`config.mk`:
```
export PLATFORM = sky130hd
export DESIGN_NAME = mult_div_unit
export DESIGN_NICKNAME = d
export VERILOG_FILES = /design/src/rtl/mult_div_unit_pkg.sv /design/src/rtl/mult_div_unit_shift_core.sv /design/src/rtl/mult_div_unit.sv
export SDC_FILE = /design/constraint.sdc
export NUM_CORES = 1
export LEC_CHECK = 0
export ABC_AREA = 1
export CORE_AREA = 2 2 244 246
export DETAILED_ROUTE_END_ITERATION = 10
export DIE_AREA = 0 0 246 248
export PLACE_DENSITY = 0.48
export RECOVER_POWER = 25
export REMOVE_ABC_BUFFERS = 1
export SLEW_MARGIN = 20
export SYNTH_ARGS = -nofsm -noshare
export SYNTH_HDL_FRONTEND = slang
export SYNTH_SLANG_ARGS = --single-unit
```
`constraint.sdc`:
```
create_clock -name clk -period 3.2 [get_ports clk]
set_input_delay 0.32 -clock clk [delete_from_list [all_inputs] [get_ports clk]]
set_output_delay 0.32 -clock clk [all_outputs]
set_load 0.02 [all_outputs]
```
`src/rtl/mult_div_unit_pkg.sv`:
```
// Shared encodings for the multiply/divide unit: operation codes and FSM states.
// The op codes mirror the MDU_OP_* values decoded by the MIPS EX stage.
package mult_div_unit_pkg;

    typedef enum logic [2:0] {
        MDU_OP_MULT  = 3'd0,
        MDU_OP_MULTU = 3'd1,
        MDU_OP_DIV   = 3'd2,
        MDU_OP_DIVU  = 3'd3,
        MDU_OP_MTHI  = 3'd4,
        MDU_OP_MTLO  = 3'd5
    } mdu_op_e;

    typedef enum logic [1:0] {
        MDU_IDLE = 2'd0,
        MDU_RUN  = 2'd1,
        MDU_DONE = 2'd2
    } mdu_state_e;

    function automatic logic is_arith_op(input logic [2:0] op);
        return (op == MDU_OP_MULT) || (op == MDU_OP_MULTU) ||
               (op == MDU_OP_DIV)  || (op == MDU_OP_DIVU);
    endfunction

    function automatic logic is_div_op(input logic [2:0] op);
        return (op == MDU_OP_DIV) || (op == MDU_OP_DIVU);
    endfunction

    function automatic logic is_signed_op(input logic [2:0] op);
        return (op == MDU_OP_MULT) || (op == MDU_OP_DIV);
    endfunction

endpackage

```
`src/rtl/mult_div_unit_shift_core.sv`:
```
// Unsigned iterative datapath: one shift-add (multiply) or restoring
// shift-subtract (divide) step per enabled cycle on operand magnitudes.
module mult_div_unit_shift_core #(
    parameter int WIDTH = 32
) (
    input  logic             clk,
    input  logic             rst_n,
    input  logic             load,
    input  logic             step,
    input  logic             is_div,
    input  logic [WIDTH-1:0] mag_a,
    input  logic [WIDTH-1:0] mag_b,
    output logic [WIDTH-1:0] acc,
    output logic [WIDTH-1:0] sreg,
    output logic             count_zero
);

    localparam int CW = $clog2(WIDTH) + 1;

    logic [WIDTH-1:0] acc_reg, acc_next;
    logic [WIDTH-1:0] sreg_reg, sreg_next;
    logic [WIDTH-1:0] op_b_reg;
    logic [CW-1:0]    count_reg, count_next;
    logic             is_div_reg;
    logic [WIDTH:0]   add_sum;
    logic [WIDTH:0]   shifted;
    logic [WIDTH:0]   sub_diff;

    always_comb begin
        add_sum  = {1'b0, acc_reg} + (sreg_reg[0] ? {1'b0, op_b_reg} : '0);
        shifted  = {acc_reg, sreg_reg[WIDTH-1]};
        sub_diff = shifted - {1'b0, op_b_reg};
        acc_next   = acc_reg;
        sreg_next  = sreg_reg;
        count_next = count_reg;
        if (load) begin
            acc_next   = '0;
            sreg_next  = mag_a;
            count_next = CW'(WIDTH);
        end else if (step) begin
            count_next = count_reg - CW'(1);
            if (is_div_reg) begin
                // Top bit of the difference is the borrow: set means restore.
                if (!sub_diff[WIDTH]) begin
                    acc_next  = sub_diff[WIDTH-1:0];
                    sreg_next = {sreg_reg[WIDTH-2:0], 1'b1};
                end else begin
                    acc_next  = shifted[WIDTH-1:0];
                    sreg_next = {sreg_reg[WIDTH-2:0], 1'b0};
                end
            end else begin
                acc_next  = add_sum[WIDTH:1];
                sreg_next = {add_sum[0], sreg_reg[WIDTH-1:1]};
            end
        end
    end

    always_ff @(posedge clk) begin
        if (!rst_n) begin
            acc_reg    <= '0;
            sreg_reg   <= '0;
            op_b_reg   <= '0;
            count_reg  <= '0;
            is_div_reg <= 1'b0;
        end else begin
            acc_reg   <= acc_next;
            sreg_reg  <= sreg_next;
            count_reg <= count_next;
            if (load) begin
                op_b_reg   <= mag_b;
                is_div_reg <= is_div;
            end
        end
    end

    assign acc        = acc_reg;
    assign sreg       = sreg_reg;
    assign count_zero = (count_reg == '0);

endmodule

```
`src/rtl/mult_div_unit.sv`:
```
// Multi-cycle MULT/MULTU/DIV/DIVU unit with HI/LO registers for the EX stage.
// Owns the FSM, sign handling, HI/LO and the pipeline stall handshake.
module mult_div_unit
    import mult_div_unit_pkg::*;
#(
    parameter int WIDTH = 32
) (
    input  logic             clk,
    input  logic             rst_n,
    input  logic             start,
    input  logic [2:0]       op,
    input  logic [WIDTH-1:0] src_a,
    input  logic [WIDTH-1:0] src_b,
    input  logic             rd_hilo,
    input  logic             kill,
    output logic             busy,
    output logic             done,
    output logic             div_by_zero,
    output logic             stall_req,
    output logic [WIDTH-1:0] hi,
    output logic [WIDTH-1:0] lo
);

    mdu_state_e state_reg, state_next;
    logic [WIDTH-1:0] hi_reg, hi_next;
    logic [WIDTH-1:0] lo_reg, lo_next;
    logic neg_main_reg, neg_main_next;
    logic neg_rem_reg, neg_rem_next;
    logic is_div_reg, is_div_next;
    logic dbz_reg, dbz_next;

    logic op_is_arith, op_is_div, a_neg, b_neg;
    logic [WIDTH-1:0] mag_a, mag_b;
    logic [WIDTH-1:0] core_acc, core_sreg;
    logic core_load, core_step, count_zero;
    logic [2*WIDTH-1:0] product, product_fix;
    logic [WIDTH-1:0] quot_fix, rem_fix;

    always_comb begin
        op_is_arith = is_arith_op(op);
        op_is_div   = is_div_op(op);
        a_neg       = is_signed_op(op) & src_a[WIDTH-1];
        b_neg       = is_signed_op(op) & src_b[WIDTH-1];
        mag_a       = a_neg ? -src_a : src_a;
        mag_b       = b_neg ? -src_b : src_b;
        // MIN / -1 falls out naturally: the magnitude quotient 2^(W-1) negates to itself.
        product     = {core_acc, core_sreg};
        product_fix = neg_main_reg ? -product : product;
        quot_fix    = neg_main_reg ? -core_sreg : core_sreg;
        rem_fix     = neg_rem_reg ? -core_acc : core_acc;
    end

    mult_div_unit_shift_core #(
        .WIDTH (WIDTH)
    ) u_core (
        .clk        (clk),
        .rst_n      (rst_n),
        .load       (core_load),
        .step       (core_step),
        .is_div     (op_is_div),
        .mag_a      (mag_a),
        .mag_b      (mag_b),
        .acc        (core_acc),
        .sreg       (core_sreg),
        .count_zero (count_zero)
    );

    always_comb begin
        state_next    = state_reg;
        hi_next       = hi_reg;
        lo_next       = lo_reg;
        neg_main_next = neg_main_reg;
        neg_rem_next  = neg_rem_reg;
        is_div_next   = is_div_reg;
        dbz_next      = dbz_reg;
        core_load     = 1'b0;
        core_step     = 1'b0;
        case (state_reg)
            MDU_IDLE: begin
                if (start && !kill) begin
                    if (op_is_arith) begin
                        core_load     = 1'b1;
                        state_next    = MDU_RUN;
                        is_div_next   = op_is_div;
                        neg_main_next = a_neg ^ b_neg;
                        neg_rem_next  = a_neg;
                        dbz_next      = op_is_div && (src_b == '0);
                    end else if (op == MDU_OP_MTHI) begin
                        hi_next = src_a;
                    end else if (op == MDU_OP_MTLO) begin
                        lo_next = src_a;
                    end
                end
            end
            MDU_RUN: begin
                // Divide-by-zero skips the iterations but keeps the final
                // write cycle, so it reaches DONE one edge after issue.
                if (kill) begin
                    state_next = MDU_IDLE;
                end else if (count_zero || dbz_reg) begin
                    state_next = MDU_DONE;
                    if (!dbz_reg) begin
                        if (is_div_reg) begin
                            hi_next = rem_fix;
                            lo_next = quot_fix;
                        end else begin
                            hi_next = product_fix[2*WIDTH-1:WIDTH];
                            lo_next = product_fix[WIDTH-1:0];
                        end
                    end
                end else begin
                    core_step = 1'b1;
                end
            end
            MDU_DONE: state_next = MDU_IDLE;
            default:  state_next = MDU_IDLE;
        endcase
    end

    always_ff @(posedge clk) begin
        if (!rst_n) begin
            state_reg    <= MDU_IDLE;
            hi_reg       <= '0;
            lo_reg       <= '0;
            neg_main_reg <= 1'b0;
            neg_rem_reg  <= 1'b0;
            is_div_reg   <= 1'b0;
            dbz_reg      <= 1'b0;
        end else begin
            state_reg    <= state_next;
            hi_reg       <= hi_next;
            lo_reg       <= lo_next;
            neg_main_reg <= neg_main_next;
            neg_rem_reg  <= neg_rem_next;
            is_div_reg   <= is_div_next;
            dbz_reg      <= dbz_next;
        end
    end

    assign busy        = (state_reg != MDU_IDLE);
    assign done        = (state_reg == MDU_DONE) && !kill;
    assign div_by_zero = done && dbz_reg;
    assign stall_req   = busy && (start || rd_hilo);
    assign hi          = hi_reg;
    assign lo          = lo_reg;

endmodule

```
* Word level (Yosys, flattened, before mapping)
Index checks and enable logic that the tools add are counted.
Storage, ports and cells: register bits 173, output and inout bits 68, logic and storage cells 109, bits of input ports 72
Cells by class: bitwise operators 4, eq/ne operators 17, $add $sub $neg 8, reductions and logical operators 25, multiplexer cells 42
Operators by type and width (number):
- 32-bit 2-to-1 mux | 25
- 32-bit negation | 4
- 32-bit case mux with 2 select lines | 2
- 64-bit 2-to-1 mux | 1
- 64-bit negation | 1
- 32-bit by 33-bit adder with 33-bit output | 1
- 33-bit by 32-bit subtractor with 33-bit output | 1
- 32-bit logical NOT | 1
- 2-bit inequality test, second input constant | 9
- 6-bit 2-to-1 mux | 2
- 2-bit 2-to-1 mux | 4
- 8-bit AND reduction | 1
- 1-bit logical OR | 7
- 1-bit 2-to-1 mux | 7
- 7-bit AND reduction | 1
- 3-bit by 2-bit equality test with 1-bit output, second input constant | 2
- 3-bit equality test, second input constant | 2
- 6-bit logical NOT | 1
- 3-bit AND reduction | 2
- 2-bit nonzero test | 3
- 6-bit by 1-bit subtractor with 6-bit output, second input constant | 1
- 1-bit logical AND | 5
- 2-bit case mux with 2 select lines | 1
- 3-bit by 1-bit equality test with 1-bit output, second input constant | 1
- 10 further kinds | 11

* Depth between registers and ports, before layout
depth after elaboration 8, gate-level depth with buffers 19, depth with buffers taken out 18

* Hierarchy
Synthesis repeated with hierarchy kept, for this count alone.
Second synthesis, totals: cell total of the unflattened synthesis 2952, area, all modules 16757.3 um^2
By module, submodules not included:
- mult_div_unit_shift_core | instances 1, area each 9658.0 um^2, seq. area each 2062.0 um^2, cells an instance 1662
- mult_div_unit | instances 1, area each 7099.3 um^2, seq. area each 1401.3 um^2, cells an instance 1290

* Worst setup path after synthesis
No wires, ideal clock.
path kind register to register, start point register u_core.sreg_reg[0], in the netlist u_core.sreg[0], end point register u_core.acc_reg[27], in the netlist u_core.acc[27], path slack 0.836 ns, arrival 2.242 ns, data required time 3.078 ns, stages on the path, launching flop included 18, period minus slack after synthesis 2.364 ns, cells stage by stage dfxtp_1 -> buf_2 -> clkbuf_1 -> nand2_1 -> inv_1 -> ha_1 -> fa_1 -> nand2_1 -> nand3_1 -> and2_1 -> nand3_1 -> nand3_1 -> nand2_1 -> nand3_1 -> nand2_1 -> nor2_1 -> nor2_1 -> a21oi_2
On the way: cells in the longest elaborated chain, start to end 3
Ends and longest elaborated chain:
- start: declaration | RTL line mult_div_unit_shift_core.sv:21 | logic [WIDTH-1:0] sreg_reg, sreg_next;
- start signal: assignment | RTL line mult_div_unit_shift_core.sv:67 | sreg_reg <= sreg_next;
- 32-bit 2-to-1 mux | RTL line mult_div_unit_shift_core.sv:30 | add_sum = {1'b0, acc_reg} + (sreg_reg[0] ? {1'b0, op_b_reg} : '0);
- 32-bit by 33-bit adder with 33-bit output | RTL line mult_div_unit_shift_core.sv:30
- 32-bit 2-to-1 mux | RTL line mult_div_unit_shift_core.sv:42 | if (is_div_reg) begin
- end signal: assignment | RTL line mult_div_unit_shift_core.sv:66 | acc_reg <= acc_next;
- end: declaration | RTL line mult_div_unit_shift_core.sv:20 | logic [WIDTH-1:0] acc_reg, acc_next;
No other way between the ends. A chain may end at the register's enable or synchronous reset.

* Final worst setup path
start point register u_core.sreg_reg[31], in the netlist u_core.sreg[31], end point register u_core.acc_reg[25], in the netlist u_core.acc[25]
On the way: cells in the longest elaborated chain, start to end 3
Ends and longest elaborated chain:
- 33-bit by 32-bit subtractor with 33-bit output | RTL line mult_div_unit_shift_core.sv:32 | sub_diff = shifted - {1'b0, op_b_reg};
- 32-bit 2-to-1 mux | RTL line mult_div_unit_shift_core.sv:44 | if (!sub_diff[WIDTH]) begin
- 32-bit 2-to-1 mux | RTL line mult_div_unit_shift_core.sv:42
No other way between the ends.

==> metrics.yaml <==
vdd_drop_max_mv: 0.410
ios: 140
root_buffer: "clkbuf_16"
hold_buffers: 0
relSlewSlack: 0.493
grt_max_degree: 69
core-area_mm2: 0.0585
post_cts.repair.setup_buffers: 0
clock_skew_ns: 0.0119
htree_levels: 4
most-common-layout-cells: "876 x nand2_1, 489 x inv_1, 351 x nor2_1"
criticalPathCategory: "flip-flop to flip-flop"
rsz0062_at_grt: "no"
detail_route.wl_per_cell_um: 20.8
fin_util: 0.350
post-place-ws_ns: 0.232
die_h_um: 248
route.detailed.drc: 0
post-place-cells: 4028
hold_viol_final: 0
drt_first_pass_iters: 5
area_growth_pct: 17.5
viasPerCell: 5.23
arrival_ns: 3.39
grt_use_total: 0.273
maxSlewViolCount: 0
status: "complete, no violations"
antenna_found_initial: 2
setup_tns_ns: 0
seq_area_frac_synth: 0.199
clkLatencyLatePin_ns: 0.48
wl_um: 84600
end_kind: "flip-flop"
clk_pin_slew_ns: 0.07
timing.final.ws_setup_ns: 0.217
syn_avg_cell_area_um2: 5.53
stdcell_count: 4061
layout-drive-gt1-share: 0.0618
die_area_mm2: 0.0610
start_util: 0.298
crit_required_ns: 3.60
grt_pass1_vias: 19380
cts.sinks: 173
synth.distinct_cells: 58
cts_buffers: 17
grt_pass1_wl_um: 124000
period_share: 0.932
netlist_instances: 3150
via_count: 21222
cts_tree: "built"
final_nets: 3418
std_cell_rows: 89
worst_slew_pin_slew_ns: 0.761
netlist_area_mm2: 0.0174
p_leak_nw: 10.5
startpoint_type: "flip-flop"
hp-class: "flip-flop to flip-flop"
ant_nets: 0
crit_fanout: 33
timing.fmax_mhz: 335
max-clock-path-buffers: 2
min_period_ns: 2.98
drt-initial-drc-count: 2165
maxCapViolCount: 0
layout_commonest_cell: "nand2_1"
post_cts_resized: 0
yosysWarnings: 0
p_per_area_mw_per_mm2: 313
gp_congestion: 0.982
synth-seq-cells: 173
dpl.hpwl_um: 68700
port_buffers: 139
gr-total-overflow: 0
setup_viol: 0
die_width_um: 246
[logic make-up (layout without fill, tap and decap cells)]
family | Yosys count | in the layout | share of synthesized area
fa+ha+maj | 72 | 72 | 0.0526
other cells | 0 | 1 | 0
flops | 173 | 173 | 0.199
xor+xnor | 28 | 28 | 0.0141
compound gates | 563 | 563 | 0.179
simple gates | 1696 | 1696 | 0.417
buf+inv | 618 | 755 | 0.139
[area by class of cell]
class | count | area [µm²]
antenna | 1 | 2.50
clock buffer | 17 | 425
tap | 773 | 967
inverter | 511 | 1920
fill | 6637 | 38000
multi-input combinational | 2359 | 11500
timing repair buffer | 212 | 1980
clock inverter | 15 | 161
sequential | 173 | 3470
[per-layer routing]
layer  part of all wire  GRT usage
met1               0.47      0.389
met2               0.42      0.412
met3              0.078     0.0471
met4              0.031     0.0925
met5                  0          0
[worst max-delay path, cell delays in order (launching register included)]
cell     delay [ns]
dfxtp_1        0.47
inv_1          0.15
ha_1           0.25
fa_1           0.44
inv_1          0.11
nand3_1        0.11
nand2_4        0.13
nand2_2        0.07
nand2_4        0.08
nand2_4        0.05
nand2_4        0.08
nand2_4        0.08
nand2_4        0.09
nand2_8        0.16
nand2_8        0.27
nand2_1        0.09
nand2_1        0.07
nand2_1        0.05
a21oi_1        0.13
[synthesized netlist by cell type, drive strengths merged]
cell type | number | share of area
a2111oi | 1 | 0.00050
a211oi | 7 | 0.0030
a21boi | 1 | 0.00043
a21o | 3 | 0.0013
a21oi | 212 | 0.063
a221oi | 4 | 0.0020
a311oi | 4 | 0.0020
a31oi | 26 | 0.0093
a32oi | 2 | 0.0010
and2 | 9 | 0.0032
and3 | 1 | 0.00036
buf | 48 | 0.016
clkbuf | 59 | 0.013
clkinv | 2 | 0.00043
dfxtp | 173 | 0.20
fa | 2 | 0.0023
ha | 70 | 0.050
inv | 509 | 0.11
nand2 | 900 | 0.20
nand3 | 312 | 0.092
nand3b | 12 | 0.0052
nand4 | 32 | 0.011
nor2 | 371 | 0.084
nor3 | 43 | 0.014
nor3b | 1 | 0.00043
nor4 | 6 | 0.0022
o2111ai | 1 | 0.00050
o211ai | 12 | 0.0052
o21a | 2 | 0.00086
o21ai | 243 | 0.070
o21bai | 13 | 0.0056
o221ai | 6 | 0.0030
o22ai | 18 | 0.0065
o31ai | 6 | 0.0029
o32ai | 2 | 0.0014
or2 | 9 | 0.0032
xnor2 | 7 | 0.0035
xor2 | 21 | 0.011
[power by group]
group	internal (mW)	total, mW	switching (mW)	leakage (nW)
Sequential	2.21	2.27	0.0608	1.40
Combinational	0.560	1.90	1.34	8.80
Clock	1.16	2.23	1.07	0.282
[worst paths after layout]
check	startpoint	to	slack (ns)	cells after the start
setup / recovery	u_core.sreg[31]	u_core.acc[25]	0.22	18
hold / removal	u_core.count_reg[0]	u_core.count_reg[0]	0.46	2
hold reg to reg	u_core.count_reg[0]	u_core.count_reg[0]	0.46	2
setup reg to reg	u_core.sreg[31]	u_core.acc[25]	0.22	18
[stage by stage]
step / hold slack (ns) / instance area [µm²] / total power [mW]
final: 0.462 / 20500 / 6.40
after global routing: 0.502 / 20500 / 6.69
after CTS: 0.466 / 20500 / 6.43
after detailed placement: 0.456 / 19900 / 4.20
after global placement: 0.453 / 19900 / 4.20
after floorplan: 0.399 / 16900 / 3.41
No activity file was read; power rests on OpenSTA's default activity.
